**config.mk**
```make
export PLATFORM = sky130hd
export DESIGN_NAME = alu
export DESIGN_NICKNAME = d
export VERILOG_FILES = /design/src/rtl/alu_pkg.sv /design/src/rtl/alu_lane_sel.sv /design/src/rtl/alu.sv
export SDC_FILE = /design/constraint.sdc
export NUM_CORES = 2
export LEC_CHECK = 0
export ABC_AREA = 1
export CAP_MARGIN = 30
export CORE_MARGIN = 2
export CORE_UTILIZATION = 60
export DETAILED_ROUTE_END_ITERATION = 8
export HOLD_SLACK_MARGIN = 0.05
export PLACE_DENSITY = 0.85
export REMOVE_ABC_BUFFERS = 1
export SYNTH_ARGS = -nofsm -noshare
export SYNTH_HDL_FRONTEND = slang
export SYNTH_HIERARCHICAL = 1
export SYNTH_SLANG_ARGS = --single-unit
export TNS_END_PERCENT = 30
```
**constraint.sdc**
```tcl
create_clock -name clk -period 1 [get_ports clk]
set_input_delay 0.1 -clock clk [delete_from_list [all_inputs] [get_ports clk]]
set_output_delay 0.1 -clock clk [all_outputs]
set_load 0.02 [all_outputs]
```
**src/rtl/alu_pkg.sv**
```systemverilog
// alu_pkg: shared opcode enumeration and flag bit positions for the ALU.
//   alu_op_e        : 5-bit opcode values driven on alu_ctrl
//   FLAG_N..FLAG_V  : bit indices of the {N,Z,C,V} flag nibble
package alu_pkg;

   typedef enum logic [4:0] {
      OP_ADD  = 5'd1,
      OP_SUB  = 5'd2,
      OP_MUL  = 5'd3,
      OP_MOV  = 5'd4,
      OP_DIV  = 5'd5,
      OP_LNUM = 5'd6,
      OP_AND  = 5'd9,
      OP_OR   = 5'd10,
      OP_XOR  = 5'd11,
      OP_NOT  = 5'd12
   } alu_op_e;

   localparam int FLAG_N = 3;
   localparam int FLAG_Z = 2;
   localparam int FLAG_C = 1;
   localparam int FLAG_V = 0;

endpackage : alu_pkg

```
**src/rtl/alu_lane_sel.sv**
```systemverilog
// alu_lane_sel: combinational lane extract.
//   lane_a   in  DATA_W : source word
//   lane_b   in  DATA_W : lane number, 1 = most significant lane
//   lane_out out DATA_W : selected lane zero-extended, 0 when lane_b is out of range
module alu_lane_sel #(
   parameter int LANE_W = 8,
   parameter int DATA_W = 32
) (
   input  logic [DATA_W-1:0] lane_a,
   input  logic [DATA_W-1:0] lane_b,
   output logic [DATA_W-1:0] lane_out
);
   import alu_pkg::*;

   localparam int NUM_LANES = DATA_W / LANE_W;

   always_comb begin
      lane_out = '0;
      // Lane i occupies the i-th LANE_W slice counting down from the MSB.
      for (int i = 1; i <= NUM_LANES; i++) begin
         if (lane_b == DATA_W'(i)) begin
            lane_out[LANE_W-1:0] = lane_a[DATA_W - i*LANE_W +: LANE_W];
         end
      end
   end

endmodule : alu_lane_sel

```
**src/rtl/alu.sv**
```systemverilog
// alu: registered 32-bit integer ALU, one operation per enabled clock.
//   clk       in  1      : clock, rising edge
//   rst_n     in  1      : asynchronous active-low reset, clears result and flags
//   en        in  1      : load result/flags when 1, hold when 0
//   alu_ctrl  in  5      : opcode (alu_op_e)
//   srcA      in  DATA_W : operand A
//   srcB      in  DATA_W : operand B
//   result    out DATA_W : registered result
//   alu_flags out 4      : registered {N,Z,C,V}
module alu #(
   parameter int LANE_W = 8,
   parameter int DATA_W = 32
) (
   input  logic              clk,
   input  logic              rst_n,
   input  logic              en,
   input  logic [4:0]        alu_ctrl,
   input  logic [DATA_W-1:0] srcA,
   input  logic [DATA_W-1:0] srcB,
   output logic [DATA_W-1:0] result,
   output logic [3:0]        alu_flags
);
   import alu_pkg::*;

   localparam int MSB = DATA_W - 1;

   logic [DATA_W-1:0]   lane_res;
   logic [DATA_W:0]     sum_ext;
   logic [DATA_W:0]     diff_ext;
   logic [2*DATA_W-1:0] prod;
   logic [DATA_W-1:0]   result_d, result_q;
   logic [3:0]          flags_d, flags_q;
   logic                c_d, v_d;

   alu_lane_sel #(
      .LANE_W (LANE_W),
      .DATA_W (DATA_W)
   ) u_lane_sel (
      .lane_a   (srcA),
      .lane_b   (srcB),
      .lane_out (lane_res)
   );

   // Extra MSB of sum/diff holds carry out / borrow.
   assign sum_ext  = {1'b0, srcA} + {1'b0, srcB};
   assign diff_ext = {1'b0, srcA} - {1'b0, srcB};
   assign prod     = {{DATA_W{1'b0}}, srcA} * {{DATA_W{1'b0}}, srcB};

   always_comb begin
      result_d = '0;
      c_d      = 1'b0;
      v_d      = 1'b0;
      case (alu_ctrl)
         OP_ADD: begin
            result_d = sum_ext[DATA_W-1:0];
            c_d      = sum_ext[DATA_W];
            v_d      = (srcA[MSB] == srcB[MSB]) && (sum_ext[MSB] != srcA[MSB]);
         end
         OP_SUB: begin
            result_d = diff_ext[DATA_W-1:0];
            c_d      = ~diff_ext[DATA_W];
            v_d      = (srcA[MSB] != srcB[MSB]) && (diff_ext[MSB] != srcA[MSB]);
         end
         OP_MUL: begin
            result_d = prod[DATA_W-1:0];
            c_d      = |prod[2*DATA_W-1:DATA_W];
            v_d      = |prod[2*DATA_W-1:DATA_W];
         end
         OP_MOV:  result_d = srcA;
         OP_DIV: begin
            if (srcB == '0) begin
               result_d = '1;
               v_d      = 1'b1;
            end else begin
               result_d = srcA / srcB;
            end
         end
         OP_LNUM: result_d = lane_res;
         OP_AND:  result_d = srcA & srcB;
         OP_OR:   result_d = srcA | srcB;
         OP_XOR:  result_d = srcA ^ srcB;
         OP_NOT:  result_d = ~srcA;
         default: result_d = '0;
      endcase

      flags_d         = '0;
      flags_d[FLAG_N] = result_d[MSB];
      flags_d[FLAG_Z] = (result_d == '0);
      flags_d[FLAG_C] = c_d;
      flags_d[FLAG_V] = v_d;
   end

   always_ff @(posedge clk or negedge rst_n) begin
      if (!rst_n) begin
         result_q <= '0;
         flags_q  <= '0;
      end else if (en) begin
         result_q <= result_d;
         flags_q  <= flags_d;
      end
   end

   assign result    = result_q;
   assign alu_flags = flags_q;

endmodule : alu

```
==> key figures, run 1 <==
Synth
  • Avg Cell Area, Syn: 6.66 um^2
  • Proportion of netlist area held by the largest area contributor: 0.252
  • Post-synth EDFFs: 0
  • Cells after Synth: 10700
  • Primary FF master, synth: dfrtp_1
  • Largest cells by area after synthesis: fa_1 (25%), ha_1 (16%), nand2_1 (15%)
  • Dominant cell type by area after synthesis: fa_1
  • Synth Cell Area: 71200 um^2
  • Yosys cell types: 86
  • #FFs+latches synth: 35
  • Post-synth ARST share: 1.00
  • Seq/Total Area, Yosys: 0.0123
  • Ys Warns: 6

Die
  • Die Ht: 349 um
  • Die Wd: 349 um
  • Ports: 108
  • Row count: 126
  • Initial cell density of the core: 0.604

Global route
  • First-pass GRT wire length: 940000 um
  • Largest net degree at the start of global routing: 41
  • Grt ovf: 8306
  • Gr usage total: 1.03
  • Vias in the first global route: 136000

Clock network
  • # clock sinks: 35
  • H-tree depth: 2
  • CTS Root Buffer Type: clkbuf_16
  • Total CTS buffers: 5
  • Longest Clk Path Bufs: 2

Placed design
  • Dpl ws: -65950 ps
  • Dpl cells: 14500
  • DP Wirelength: 256000 um
  • Number of I/O port buffers: 107
  • GP Congestion: 1.19

Status
  • Failing step: 5_1_grt
  • Log Error: [ERROR GRT-0116] Global routing finished with congestion. Check the congestion regions in the DRC Viewer.
  • Outcome: stopped before the end
metal layers:
metal  GRT overflow  GRT usage
met1            766      0.953
met2           5013       1.18
met3            602      0.941
met4           1850       1.10
met5             75      0.896
stage by stage:
step                      area (um^2)   util  hold WS, ps
after floorplan                 69000      -         -196
after global placement          91400  0.775        -42.6
after detailed placement        91400  0.775        -38.3
after CTS                      102000  0.863         93.2
cells by family after synthesis:
kind of cell               Yosys count  share of synthesized area
DFF                                 35                     0.0123
buffers and inverters             2957                      0.165
adders and majority gates         1788                      0.409
xor gates and xnor gates           408                     0.0502
AOI/OAI and AO/OA                 1524                      0.126
other                                1                  0.0000527
and+or+nand+nor                   3958                      0.235
muxes                               15                    0.00211
synth_stat cells, types with 10 or more instances:
| master | count |
|---|---|
| a221oi_1 | 20 |
| o21ai_2 | 37 |
| xnor2_1 | 127 |
| nand3_2 | 74 |
| and2_1 | 36 |
| a21boi_0 | 27 |
| o21ai_1 | 91 |
| nand2_2 | 37 |
| a21oi_2 | 22 |
| dfrtp_1 | 35 |
| o211ai_1 | 23 |
| nand4_1 | 69 |
| nor2_4 | 10 |
| a21o_1 | 28 |
| nand3b_1 | 10 |
| fa_1 | 898 |
| a21oi_1 | 644 |
| nor4_1 | 46 |
| buf_1 | 47 |
| a211oi_1 | 21 |
| buf_6 | 34 |
| clkbuf_1 | 261 |
| a31oi_1 | 26 |
| nor3_1 | 85 |
| nor2_1 | 456 |
| clkbuf_8 | 19 |
| buf_2 | 15 |
| mux2i_1 | 15 |
| o221ai_1 | 21 |
| nand3_1 | 280 |
| nor2_2 | 13 |
| o21a_1 | 26 |
| inv_2 | 36 |
| o21ai_0 | 319 |
| o2111ai_1 | 26 |
| buf_4 | 45 |
| or2_2 | 48 |
| nand2_1 | 2751 |
| o21bai_1 | 58 |
| ha_1 | 890 |
| xor2_1 | 281 |
| inv_1 | 2485 |
| o31ai_1 | 21 |
| o22ai_1 | 57 |
what timing repair did:
| item | in CTS |
|---|---|
| hold buffers | 1 |
| pin swaps | 555 |
| endpoints found under the hold margin | 35 |
| buffers inserted | 529 |
| gates cloned | 16 |
| setup endpoints to repair | 71 |
| gates resized for setup | 1477 |
==> run 2, diff against run 1 <==
- CORE_UTILIZATION: 60 -> 40
- HOLD_SLACK_MARGIN: 0.05 -> default
- PLACE_DENSITY: 0.85 -> default
- PLACE_DENSITY_LB_ADDON: default -> 0.15
==> run 2 against run 1 <==
Against the previous run: area after synthesis unchanged; the flow now finishes, with violations (negative setup slack); synthesized cell count unchanged.
==> key figures, run 2 <==
Status
  • Outcome: finished, violations left (was stopped before the end)
  • Failing checks: negative setup slack

Detailed routing
  • Vias: 83200
  • WL per Instance: 21.3 um
  • DR iter-0 viols: 6019
  • Post-route ant nets: 0
  • Average vias per placed instance: 5.18
  • Residual DRC: 0
  • Pre-antenna DRT Iters: 6
  • Total routed wirelength: 342000 um

Clock network
  • Total CTS buffers: 5 (unchanged)
  • Worst skew pair latency: 310 ps
  • Longest Clk Path Bufs: 2 (unchanged)
  • CTS tree: built
  • Clock transition at the registers of the reported paths: 70 ps
  • # clock sinks: 35 (unchanged)
  • H-tree depth: 2 (unchanged)
  • CTS Root Buffer Type: clkbuf_16 (unchanged)

Synth
  • Ys Warns: 6 (unchanged)
  • Post-synth ARST share: 1.00 (unchanged)
  • Most frequent cells after synthesis: nand2_1 (2751), inv_1 (2485), fa_1 (898) (unchanged)
  • Post-synth EDFFs: 0 (unchanged)
  • Proportion of netlist area held by the largest area contributor: 0.252 (unchanged)
  • #FFs+latches synth: 35 (unchanged)
  • Largest cells by area after synthesis: fa_1 (25%), ha_1 (16%), nand2_1 (15%) (unchanged)
  • Avg Cell Area, Syn: 6.66 um^2 (unchanged)
  • Yosys cell types: 86 (unchanged)
  • Count leader, synth: nand2_1 (unchanged)
  • Seq/Total Area, Yosys: 0.0123 (unchanged)
  • Primary FF master, synth: dfrtp_1 (unchanged)
  • Dominant cell type by area after synthesis: fa_1 (unchanged)
  • Synth Cell Area: 71200 um^2 (unchanged)
  • Cells after Synth: 10700 (unchanged)

Cells and area
  • Share of layout cells above drive strength 1: 0.366
  • Post-Layout Cell Count: 16100
  • Final nets: 15600
  • Post-route cell area: 107000 um^2
  • Fillcell total: 16500
  • Commonest non-fill, non-tap cell in the layout: buf_4
  • Synthesis-to-finish area growth: 50.5%
  • Max FFs per register: 32
  • Most frequent cells in the layout: buf_4 (3133), nand2_1 (2460), inv_1 (2358)

STA
  • Slew HR: 0.282
  • Peak Freq: 0.0171 GHz
  • RSZ-0062 raised after global routing: true
  • Final hold slack: 273 ps
  • Setup-failing EPs final: 54
  • Worst Tran Pin Value: 1080 ps
  • Max-slew violations: 0
  • Tcrit/Tclk final: 58.5
  • Worst setup margin: -57490 ps
  • Fin. Hold Viols: 0
  • Min Clock Period, post-route: 58490 ps
  • Final worst clock skew: 0 ps

Global route
  • Busiest grt layer: met2
  • First-pass GRT wire length: 502000 um
  • Met1 GRT Util: 0.462
  • Largest net degree at the start of global routing: 39
  • Met2 track demand over resource: 0.597
  • Met3 usage: 0.0562
  • Initial antenna violation count: 24
  • Grt ovf: 0
  • Gr usage total: 0.365
  • Vias in the first global route: 83600

Die
  • Die Wd: 426 um (was 349 um)
  • Initial cell density of the core: 0.403 (was 0.604)
  • Ports: 108 (unchanged)
  • Die Ht: 426 um (was 349 um)
  • Row count: 154 (was 126)
  • Core area: 176000 um^2
  • Total die area: 181000 um^2

Placed design
  • Number of I/O port buffers: 107 (unchanged)
  • Placed cell area: 93700 um^2 (was 91400 um^2)
  • GP Congestion: 1.04 (was 1.19)
  • DP Wirelength: 267000 um (was 256000 um)
  • Dpl cells: 15500 (was 14500)

Critical path
  • Crit. Startpoint: srcB[24]
  • CP arrival: 58740 ps
  • Slowest cell on crit path: or4_4
  • Worst R2R End: alu_flags[1]$_DFFE_PN0P_
  • Critical Path RT: 1250 ps
  • CP Capture Type: flop
  • R2R Setup Slk: 240 ps
  • Worst setup endpoint: alu_flags[2]$_DFFE_PN0P_
  • CP max stage delay: 550 ps
  • R2R depth: 3
  • Startpoint types: input port
  • RR Startpoint: alu_flags[1]$_DFFE_PN0P_
  • WS Path Type: in -> reg
  • Crit path max fanout: 8
  • Cell repeated most along the worst path: buf_4

Power
  • Pleak: 60.1 nW
  • Pwr Total: 269 mW
  • Pwr Density: 2510 nW/um^2
  • Max VDD drop: 0.00669 V

Flow run
  • Max cap viols: 0

Worst hold path
  • Hold Crit Class: in -> async
[run 2: cell counts after synthesis]
No cell type changed its count.
[run 2: worst min-delay path by stage]
| stage | to | slack (ps) | depth (start not counted) |
|---|---|---|---|
| finish | result[24]$_DFFE_PN0P_ | 270 | 3 |
| global route | alu_flags[0]$_DFFE_PN0P_ | 310 | 3 |
| CTS | result[19]$_DFFE_PN0P_ | 280 | 3 |
| detailed placement | result[24]$_DFFE_PN0P_ | 80 | 2 |
| global placement | result[24]$_DFFE_PN0P_ | 80 | 2 |
| floorplan | alu_flags[0]$_DFFE_PN0P_ | -200 | 0 |
[run 2: power by group]
part	switching (mW)	internal [mW]
combinational	139	126
sequential	0.387	1.73
clock	0.786	0.904
[run 2: critical path: cells and delay by family]
family	cells	cell delay (ps)
AND/OR/NAND/NOR	176	19580
AO/OA/AOI/OAI	108	16190
buffers and inverters	128	13860
adder cells (fa/ha/maj)	30	8330
XOR/XNOR	3	430
multiplexers	1	100
[run 2: cells by family (layout without fill, tap and decap cells)]
family                     Yosys count  count (layout)  synth area share
adders and majority gates         1788            1788             0.409
and+or+nand+nor                   3958            3964             0.235
other                                1              36         0.0000527
AOI/OAI and AO/OA                 1524            1524             0.126
muxes                               15              15           0.00211
xor gates and xnor gates           408             408            0.0502
buffers and inverters             2957            5956             0.165
DFF                                 35              35            0.0123
[run 2: layout make-up]
cell class / instances / area, um^2 / share of cell area
Sequential cell: 35 / 891 / 0.00831
Clock buffer: 6 / 129 / 0.00120
Antenna cell: 12 / 30.0 / 0.000280
Tap cell: 2340 / 2930 / 0.0273
Inverter: 2531 / 9580 / 0.0894
Multi-Input combinational cell: 7723 / 66800 / 0.623
Timing Repair Buffer: 3418 / 26800 / 0.250
Timing Repair inverter: 1 / 6.26 / 0.0000584
[run 2: metal layers]
| metal | up-vias | wire length, um |
|---|---|---|
| met5 | - | 123 |
| met4 | 18 | 23400 |
| met3 | 840 | 26200 |
| met2 | 3070 | 155000 |
| met1 | 40300 | 137000 |
| li1 | 38900 | - |
[run 2: stage by stage]
step / utilization / TNS [ps] / setup WS (ps)
final: 0.607 / -897910 / -57490
after global routing: 0.607 / -948750 / -60890
after CTS: 0.570 / -902280 / -57240
after detailed placement: 0.531 / -1007610 / -63550
after global placement: 0.531 / -986720 / -62310
after floorplan: - / -947090 / -65000
[run 2: repair_timing]
action                                 4_1_cts  5_1_grt
hold buffers                                 1        0
pin swaps                                  357      605
gates cloned                                13        9
setup endpoints to repair                   69       69
resized for setup                          941     1144
endpoints found under the hold margin       35        0
buffers inserted                           341      199
Note: power is estimated with default switching activity, not from simulation.
